[config.mk]
export PLATFORM = sky130hd
export DESIGN_NAME = hist_lane_ctrl_flat
export DESIGN_NICKNAME = d
export VERILOG_FILES = /design/src/rtl/hist_lane_ctrl_if.sv /design/src/rtl/hist_lane_ctrl.sv /design/src/flat_wrapper.sv
export SDC_FILE = /design/constraint.sdc
export NUM_CORES = 1
export LEC_CHECK = 0
export ABC_AREA = 1
export CAP_MARGIN = 40
export CELL_PAD_IN_SITES_DETAIL_PLACEMENT = 1
export CELL_PAD_IN_SITES_GLOBAL_PLACEMENT = 1
export CORE_UTILIZATION = 42
export DETAILED_ROUTE_END_ITERATION = 6
export GPL_ROUTABILITY_DRIVEN = 0
export PLACE_DENSITY_LB_ADDON = 0.1
export RECOVER_POWER = 100
export SYNTH_ARGS = -nofsm -noshare
export SYNTH_HDL_FRONTEND = slang
export SYNTH_SLANG_ARGS = --single-unit
[constraint.sdc]
create_clock -name clk -period 2.05 [get_ports clk]
set_input_delay 0.41 -clock clk [delete_from_list [all_inputs] [get_ports clk]]
set_output_delay 0.41 -clock clk [all_outputs]
set_load 0.005 [all_outputs]
[src/rtl/hist_lane_ctrl_if.sv]
// ---------------------------------------------------------------------------
// hist_lane_ctrl_if
//   Ready/valid readout stream that carries histogram bins from the lane
//   controller to the readout/DMA consumer.
//
//   Signals:
//     m_data   bin value (DATA_WIDTH bits)
//     m_valid  beat present
//     m_ready  consumer accepts the beat
//     m_last   beat carries the final bin of the sweep
//
//   Modports:
//     master  producer side (hist_lane_ctrl)
//     slave   consumer side
// ---------------------------------------------------------------------------
interface hist_lane_ctrl_if #(
  parameter int DATA_WIDTH = 32
) ();
  logic [DATA_WIDTH-1:0] m_data;
  logic                  m_valid;
  logic                  m_ready;
  logic                  m_last;

  modport master (output m_data, output m_valid, output m_last, input m_ready);
  modport slave  (input m_data, input m_valid, input m_last, output m_ready);
endinterface

[src/rtl/hist_lane_ctrl.sv]
// ---------------------------------------------------------------------------
// hist_lane_ctrl
//   Sequencing controller for one histogram lane (BRAM incrementer with
//   hist_read / hist_rst controls and a 2-cycle read latency). It drives the
//   lane address/valid inputs from one of three sources:
//     - live event addresses while acquiring,
//     - a readout sweep that streams every bin out with backpressure,
//     - a clear sweep that zeroes every bin.
//
//   Ports:
//     clk, rst_n                 clock, asynchronous active-low reset
//     event_addr, event_valid    incoming events (no backpressure)
//     readout_req, clear_req     sweep start pulses (ignored while busy)
//     clear_on_read              sampled at readout start: zero bins as read
//     lane_address, lane_valid,
//     lane_hist_read,
//     lane_hist_rst              lane control outputs
//     lane_data, lane_valid_out,
//     lane_last                  lane read-back
//     m_stream                   readout stream (master side)
//     busy                       high whenever not acquiring
//     dropped_events             saturating count of events lost while busy
// ---------------------------------------------------------------------------
module hist_lane_ctrl #(
  parameter int HIST_MEM_DEPTH      = 4096,
  parameter int HIST_WORD_SIZE      = 32,
  parameter int HIST_MEM_ADDR_WIDTH = $clog2(HIST_MEM_DEPTH),
  parameter int FIFO_DEPTH          = 4,
  parameter int CLEAR_ON_RESET      = 1
) (
  input  logic                           clk,
  input  logic                           rst_n,

  input  logic [HIST_MEM_ADDR_WIDTH-1:0] event_addr,
  input  logic                           event_valid,
  input  logic                           readout_req,
  input  logic                           clear_req,
  input  logic                           clear_on_read,

  output logic [HIST_MEM_ADDR_WIDTH-1:0] lane_address,
  output logic                           lane_valid,
  output logic                           lane_hist_read,
  output logic                           lane_hist_rst,
  input  logic [HIST_WORD_SIZE-1:0]      lane_data,
  input  logic                           lane_valid_out,
  input  logic                           lane_last,

  hist_lane_ctrl_if.master               m_stream,

  output logic                           busy,
  output logic [31:0]                    dropped_events
);

  localparam int FIFO_AW = $clog2(FIFO_DEPTH);
  localparam int CRW     = FIFO_AW + 2;
  localparam logic [CRW-1:0] CREDIT_LIMIT = CRW'(FIFO_DEPTH);
  localparam logic [HIST_MEM_ADDR_WIDTH-1:0] LAST_ADDR =
    HIST_MEM_ADDR_WIDTH'(HIST_MEM_DEPTH - 1);

  typedef enum logic [2:0] {
    ST_ACQUIRE,
    ST_DRAIN,
    ST_CLEAR_DRAIN,
    ST_SWEEP,
    ST_FLUSH,
    ST_WAIT_EMPTY,
    ST_CLEAR_SWEEP,
    ST_CLEAR_WAIT
  } state_t;

  localparam state_t RESET_STATE = (CLEAR_ON_RESET != 0) ? ST_CLEAR_DRAIN : ST_ACQUIRE;

  state_t                         state_reg;
  logic [HIST_MEM_ADDR_WIDTH-1:0] counter_reg;
  logic                           wait_reg;       // second cycle of a 2-cycle wait
  logic                           col_reg;        // latched clear_on_read
  logic [1:0]                     inflight_reg;   // reads issued, data not yet back
  logic [31:0]                    dropped_reg;

  logic [HIST_WORD_SIZE-1:0]      fifo_data_mem [FIFO_DEPTH];
  logic                           fifo_last_mem [FIFO_DEPTH];
  logic [FIFO_AW-1:0]             wr_ptr_reg;
  logic [FIFO_AW-1:0]             rd_ptr_reg;
  logic [FIFO_AW:0]               fifo_count_reg;

  logic                           fifo_push;
  logic                           fifo_pop;
  logic                           fifo_has_data;
  logic [CRW-1:0]                 credit_used;
  logic                           issue;

  // A read is only issued when its data is guaranteed a FIFO slot, counting
  // both stored entries and reads still travelling through the lane.
  assign credit_used = {1'b0, fifo_count_reg} + {{FIFO_AW{1'b0}}, inflight_reg};
  assign issue       = (state_reg == ST_SWEEP) && (credit_used < CREDIT_LIMIT);

  assign fifo_has_data = (fifo_count_reg != '0);
  assign fifo_push     = lane_valid_out;
  assign fifo_pop      = fifo_has_data && m_stream.m_ready;

  // Head of the FIFO is read combinationally so a bin reaches m_data one
  // cycle after the lane returns it; the data is forced to zero when empty.
  assign m_stream.m_valid = fifo_has_data;
  assign m_stream.m_data  = fifo_has_data ? fifo_data_mem[rd_ptr_reg] : '0;
  assign m_stream.m_last  = fifo_has_data && fifo_last_mem[rd_ptr_reg];

  assign busy           = rst_n && (state_reg != ST_ACQUIRE);
  assign dropped_events = dropped_reg;

  // Lane controls. While acquiring the event path is passed straight through;
  // the whole bundle is held at zero while reset is asserted.
  always_comb begin
    lane_address   = counter_reg;
    lane_valid     = 1'b0;
    lane_hist_read = 1'b0;
    lane_hist_rst  = 1'b0;
    case (state_reg)
      ST_ACQUIRE: begin
        lane_address = event_addr;
        lane_valid   = event_valid;
      end
      ST_SWEEP: begin
        lane_hist_read = 1'b1;
        lane_hist_rst  = col_reg;
        lane_valid     = issue;
      end
      ST_FLUSH, ST_WAIT_EMPTY: begin
        lane_hist_read = 1'b1;
        lane_hist_rst  = col_reg;
      end
      ST_CLEAR_SWEEP: begin
        lane_hist_rst = 1'b1;
        lane_valid    = 1'b1;
      end
      ST_CLEAR_WAIT: begin
        lane_hist_rst = 1'b1;
      end
      default: ;
    endcase
    if (!rst_n) begin
      lane_address   = '0;
      lane_valid     = 1'b0;
      lane_hist_read = 1'b0;
      lane_hist_rst  = 1'b0;
    end
  end

  // FIFO storage has no reset; occupancy is tracked by the pointers/count.
  always_ff @(posedge clk) begin
    if (fifo_push) begin
      fifo_data_mem[wr_ptr_reg] <= lane_data;
      fifo_last_mem[wr_ptr_reg] <= lane_last;
    end
  end

  always_ff @(posedge clk or negedge rst_n) begin
    if (!rst_n) begin
      state_reg      <= RESET_STATE;
      counter_reg    <= '0;
      wait_reg       <= 1'b0;
      col_reg        <= 1'b0;
      inflight_reg   <= '0;
      dropped_reg    <= '0;
      wr_ptr_reg     <= '0;
      rd_ptr_reg     <= '0;
      fifo_count_reg <= '0;
    end else begin
      if (event_valid && (state_reg != ST_ACQUIRE) && (dropped_reg != '1)) begin
        dropped_reg <= dropped_reg + 32'd1;
      end

      case ({issue, lane_valid_out})
        2'b10:   inflight_reg <= inflight_reg + 2'd1;
        2'b01:   inflight_reg <= inflight_reg - 2'd1;
        default: ;
      endcase

      if (fifo_push) wr_ptr_reg <= wr_ptr_reg + 1'b1;
      if (fifo_pop)  rd_ptr_reg <= rd_ptr_reg + 1'b1;
      case ({fifo_push, fifo_pop})
        2'b10:   fifo_count_reg <= fifo_count_reg + 1'b1;
        2'b01:   fifo_count_reg <= fifo_count_reg - 1'b1;
        default: ;
      endcase

      case (state_reg)
        ST_ACQUIRE: begin
          wait_reg <= 1'b0;
          if (clear_req) begin
            state_reg <= ST_CLEAR_DRAIN;
          end else if (readout_req) begin
            state_reg <= ST_DRAIN;
            col_reg   <= clear_on_read;
          end
        end
        // Two idle cycles let increments already in the lane pipeline land
        // before hist_read starts suppressing writes.
        ST_DRAIN, ST_CLEAR_DRAIN: begin
          if (wait_reg) begin
            wait_reg    <= 1'b0;
            counter_reg <= '0;
            state_reg   <= (state_reg == ST_DRAIN) ? ST_SWEEP : ST_CLEAR_SWEEP;
          end else begin
            wait_reg <= 1'b1;
          end
        end
        ST_SWEEP: begin
          if (issue) begin
            counter_reg <= counter_reg + 1'b1;
            if (counter_reg == LAST_ADDR) state_reg <= ST_FLUSH;
          end
        end
        ST_FLUSH: begin
          if (lane_valid_out && lane_last) state_reg <= ST_WAIT_EMPTY;
        end
        // The final bin is the last FIFO entry, so its acceptance also
        // leaves the FIFO empty.
        ST_WAIT_EMPTY: begin
          if (fifo_pop && m_stream.m_last && (fifo_count_reg == 1)) begin
            state_reg <= ST_ACQUIRE;
          end
        end
        ST_CLEAR_SWEEP: begin
          counter_reg <= counter_reg + 1'b1;
          if (counter_reg == LAST_ADDR) begin
            state_reg <= ST_CLEAR_WAIT;
            wait_reg  <= 1'b0;
          end
        end
        ST_CLEAR_WAIT: begin
          if (wait_reg) begin
            wait_reg  <= 1'b0;
            state_reg <= ST_ACQUIRE;
          end else begin
            wait_reg <= 1'b1;
          end
        end
        default: state_reg <= ST_ACQUIRE;
      endcase
    end
  end

endmodule

[src/flat_wrapper.sv]
// flat-port wrapper written by rule: the top's interface ports become plain ports
module hist_lane_ctrl_flat 
#(
  parameter int HIST_MEM_DEPTH      = 4096,
  parameter int HIST_WORD_SIZE      = 32,
  parameter int HIST_MEM_ADDR_WIDTH = $clog2(HIST_MEM_DEPTH),
  parameter int FIFO_DEPTH          = 4,
  parameter int CLEAR_ON_RESET      = 1
)
  (clk, rst_n, event_addr, event_valid, readout_req, clear_req, clear_on_read, lane_address, lane_valid, lane_hist_read, lane_hist_rst, lane_data, lane_valid_out, lane_last, busy, dropped_events, m_stream_m_data, m_stream_m_valid, m_stream_m_last, m_stream_m_ready);
  hist_lane_ctrl_if #(.DATA_WIDTH((32))) m_stream_i ();
  input  logic clk;
  input  logic rst_n;
  input  logic [HIST_MEM_ADDR_WIDTH-1:0] event_addr;
  input  logic event_valid;
  input  logic readout_req;
  input  logic clear_req;
  input  logic clear_on_read;
  output logic [HIST_MEM_ADDR_WIDTH-1:0] lane_address;
  output logic lane_valid;
  output logic lane_hist_read;
  output logic lane_hist_rst;
  input  logic [HIST_WORD_SIZE-1:0] lane_data;
  input  logic lane_valid_out;
  input  logic lane_last;
  output logic busy;
  output logic [31:0] dropped_events;
  output wire logic [$bits(m_stream_i.m_data)-1:0] m_stream_m_data;
  output wire logic [$bits(m_stream_i.m_valid)-1:0] m_stream_m_valid;
  output wire logic [$bits(m_stream_i.m_last)-1:0] m_stream_m_last;
  input wire logic [$bits(m_stream_i.m_ready)-1:0] m_stream_m_ready;
  assign m_stream_m_data = m_stream_i.m_data;
  assign m_stream_m_valid = m_stream_i.m_valid;
  assign m_stream_m_last = m_stream_i.m_last;
  assign m_stream_i.m_ready = m_stream_m_ready;
  hist_lane_ctrl #(.HIST_MEM_DEPTH(HIST_MEM_DEPTH), .HIST_WORD_SIZE(HIST_WORD_SIZE), .HIST_MEM_ADDR_WIDTH(HIST_MEM_ADDR_WIDTH), .FIFO_DEPTH(FIFO_DEPTH), .CLEAR_ON_RESET(CLEAR_ON_RESET)) u_core (.clk(clk), .rst_n(rst_n), .event_addr(event_addr), .event_valid(event_valid), .readout_req(readout_req), .clear_req(clear_req), .clear_on_read(clear_on_read), .lane_address(lane_address), .lane_valid(lane_valid), .lane_hist_read(lane_hist_read), .lane_hist_rst(lane_hist_rst), .lane_data(lane_data), .lane_valid_out(lane_valid_out), .lane_last(lane_last), .m_stream(m_stream_i), .busy(busy), .dropped_events(dropped_events));
endmodule
==> impl_metrics.json <==
{
  "tightest_slew_ns": 1.109,
  "cts_tree": "built",
  "cts_made_buffers": 17,
  "hold_ws_ns": 0.4442,
  "dr_total_vias": 7932,
  "nets": 1294,
  "wirelength_um": 30790,
  "grt_pass1_vias": 8332,
  "groute.usage.overall": 0.2744,
  "drcViolationCount": 0,
  "firstDrtPassIters": 5,
  "drive_gt1_frac": 0.2748,
  "start_util": 0.4302,
  "grt_pass1_wl_um": 45590,
  "r2r-end": "u_core.fifo_count_reg[2]",
  "ys_ff_latch": 190,
  "p_sw_frac": 0.4035,
  "power.internal_mw": 11.16,
  "seqCellArea_um2": 5418,
  "clkLatencyLatePin_ns": 0.45,
  "synth_fp_nets": 1061,
  "area_growth_pct": 42.86,
  "antenna_found_initial": 0,
  "fin_crit_sh": 1.140,
  "reg2reg_from": "u_core.fifo_count_reg[1]",
  "worstPathArrival_ns": 1.93,
  "die_x_um": 149.2,
  "synthTopCellsByArea": "edfxtp_1 (44%), dfrtp_1 (16%), nand2_1 (9.3%)",
  "cts_sinks": 190,
  "vias_per_cell": 5.232,
  "p_per_area_nw_per_um2": 1438,
  "finalSetupViolCount": 49,
  "diodes": 0,
  "syn_area_per_cell_um2": 9.146,
  "endpoint_kind": "output pin",
  "clk_pin_slew_ns": 0.08,
  "synth_cell_types": 27,
  "rsz0062_at_grt": "true",
  "die_h_um": 149.2,
  "cts_buffer_depth": 2,
  "core_area_um2": 21150,
  "required_ns": 1.64,
  "grt.overflow.total": 0,
  "cellLeakagePower_nw": 5.210,
  "slew_viol_final": 0,
  "syn_area_um2": 9100,
  "clockRootBuffer": "clkbuf_16",
  "synth.top_cell.area_share": 0.4356,
  "fin_skew_ns": 0.01628,
  "io_buffer_count": 134,
  "hpwlAfterDp_um": 17110,
  "dieArea_um2": 22260,
  "rrSetupSlack_ns": -0.04,
  "initialDrtViolationCount": 372,
  "grt_max_degree": 42,
  "clockPowerShare": 0.178,
  "yosysTopAreaCell": "edfxtp_1",
  "yosysSeqAreaShare": 0.5952,
  "status": "finished, violations left",
  "worst_slack_ns": -0.2870,
  "ir_worst_vdd_mv": 0.6943,
  "multi_input_area_um2": 3901,
  "crit_fanout": 5,
  "hold_violations": 0,
  "pin_count": 135,
  "routedWlPerCell_um": 20.31,
  "n_fill_cell": 2341,
  "dp_slack_ns": -0.1812,
  "synth_cells": 995,
  "switchingPower_mw": 7.545,
  "slew_headroom": 0.2605,
  "failed_checks": "setup timing",
  "final_util": 0.6145,
  "hold_path.class": "in2async",
  "comb_power_share": 0.534,
  "seqPwrFrac": 0.288,
  "start_kind": "flop",
  "placementRows": 53,
  "max_freq_mhz": 427.9,
  "fin_setup_tns_ns": -6.533,
  "htree_num_levels": 4,
  "synth.yosys.warnings": 0,
  "antenna_left": 0,
  "path_class": "reg2out",
  "largest_reg_flops": 128,
  "rr_worst_depth": 11,
  "layout_min_cycle_time_ns": 2.337,
  "cap_viol_max_count": 0
}
kinds of logic after synthesis:
kind of cell	Yosys count	synth area share
adders and majority gates	13	0.01787
AOI/OAI and AO/OA	156	0.08607
and+or+nand+nor	507	0.2285
buffers and inverters	105	0.04922
xor gates and xnor gates	24	0.02310
DFF	190	0.5952
through the flow:
step / area [um2] / std cells / total power, mW
detailed placement: 11210 / 1424 / 12.50
CTS: 12620 / 1508 / 17.63
global placement: 11210 / 1424 / 12.30
finish: 13000 / 1516 / 18.70
global route: 13000 / 1516 / 19.64
floorplan: 9100 / 995 / 8.740
timing repair:
item,in CTS,in global routing
hold endpoints to repair,7,0
buffers inserted,40,11
gates cloned,12,3
resized for setup,364,128
hold buffers,1,0
setup endpoints to repair,50,68
pin swaps,37,39
placed cells by master (no fill, tap or decap), types with 18 or more instances in the layout:
cell type / n
nand2_1: 212
nor2_1: 156
edfxtp_1: 132
dlygate4sd3_1: 63
buf_4: 59
inv_1: 57
dfrtp_1: 56
o21ai_1: 52
buf_2: 47
a21oi_1: 34
nor2_4: 34
nor2_2: 30
o21ai_0: 27
nand3_1: 24
clkdlybuf4s50_1: 21
o21ai_2: 20
clkbuf_16: 20
buf_6: 18
area by class of cell:
| cell class | instances | share of cell area |
|---|---|---|
| Timing Repair Buffer | 253 | 0.1910 |
| Sequential cell | 190 | 0.4167 |
| Clock inverter | 15 | 0.01222 |
| Clock buffer | 17 | 0.03272 |
| Tap cell | 275 | 0.02647 |
| Multi-Input combinational cell | 700 | 0.3001 |
| Inverter | 66 | 0.02079 |
per-layer routing:
| metal | track usage | share of wire | routed length, um | vias up |
|---|---|---|---|---|
| li1 | - | - | - | 3761 |
| met1 | 0.3092 | 0.39 | 12150 | 3929 |
| met2 | 0.5226 | 0.54 | 16770 | 195 |
| met3 | 0.05474 | 0.041 | 1269 | 47 |
| met4 | 0.06990 | 0.019 | 599 | 0 |
| met5 | 0 | 0 | 0 | - |
critical path, stage by stage (launching register included):
cell and delay, ns:
dfrtp_2 0.39, buf_6 0.14, buf_12 0.11, buf_8 0.11
buf_8 0.14, nor2_4 0.04, nor2_1 0.13, o21ai_1 0.10
a21oi_1 0.17, buf_2 0.14
worst max path at each step:
stage	from	end	slack (ns)	depth (start not counted)
floorplan	u_core.fifo_count_reg[1]	lane_valid	0.32	8
global placement	u_core.fifo_count_reg[1]	lane_valid	-0.14	9
detailed placement	u_core.fifo_count_reg[1]	lane_valid	-0.18	9
CTS	u_core.fifo_count_reg[1]	lane_valid	-0.19	10
global route	u_core.rd_ptr_reg[0]	m_stream_m_data[7]	-0.33	9
finish	u_core.rd_ptr_reg[0]	m_stream_m_data[7]	-0.29	9
Yosys cell counts:
library cell	instances
nand2_1	225
nor2_1	212
edfxtp_1	132
o21ai_0	93
inv_1	63
dfrtp_1	57
a21oi_1	51
nand3_1	32
clkbuf_1	18
nand4_1	14
xnor2_1	14
ha_1	13
o21ai_1	11
buf_2	10
xor2_1	10
nand3b_1	9
buf_4	5
nand2_2	4
nor2_4	4
buf_1	3
buf_6	3
inv_2	3
nor2_2	3
nor3_1	3
a211oi_1	1
dfstp_2	1
nor2_8	1
power by group through the flow:
stage          logic, mW  clock network, mW  registers (mW)
2_1_floorplan       3.47                  0            5.27
3_3_place_gp        6.97                  0            5.33
3_5_place_dp        7.14                  0            5.37
4_1_cts             8.98               3.34            5.31
5_1_grt             10.7               3.51            5.44
6_report            9.99               3.33            5.38
Note: power is estimated with default switching activity, not from simulation.
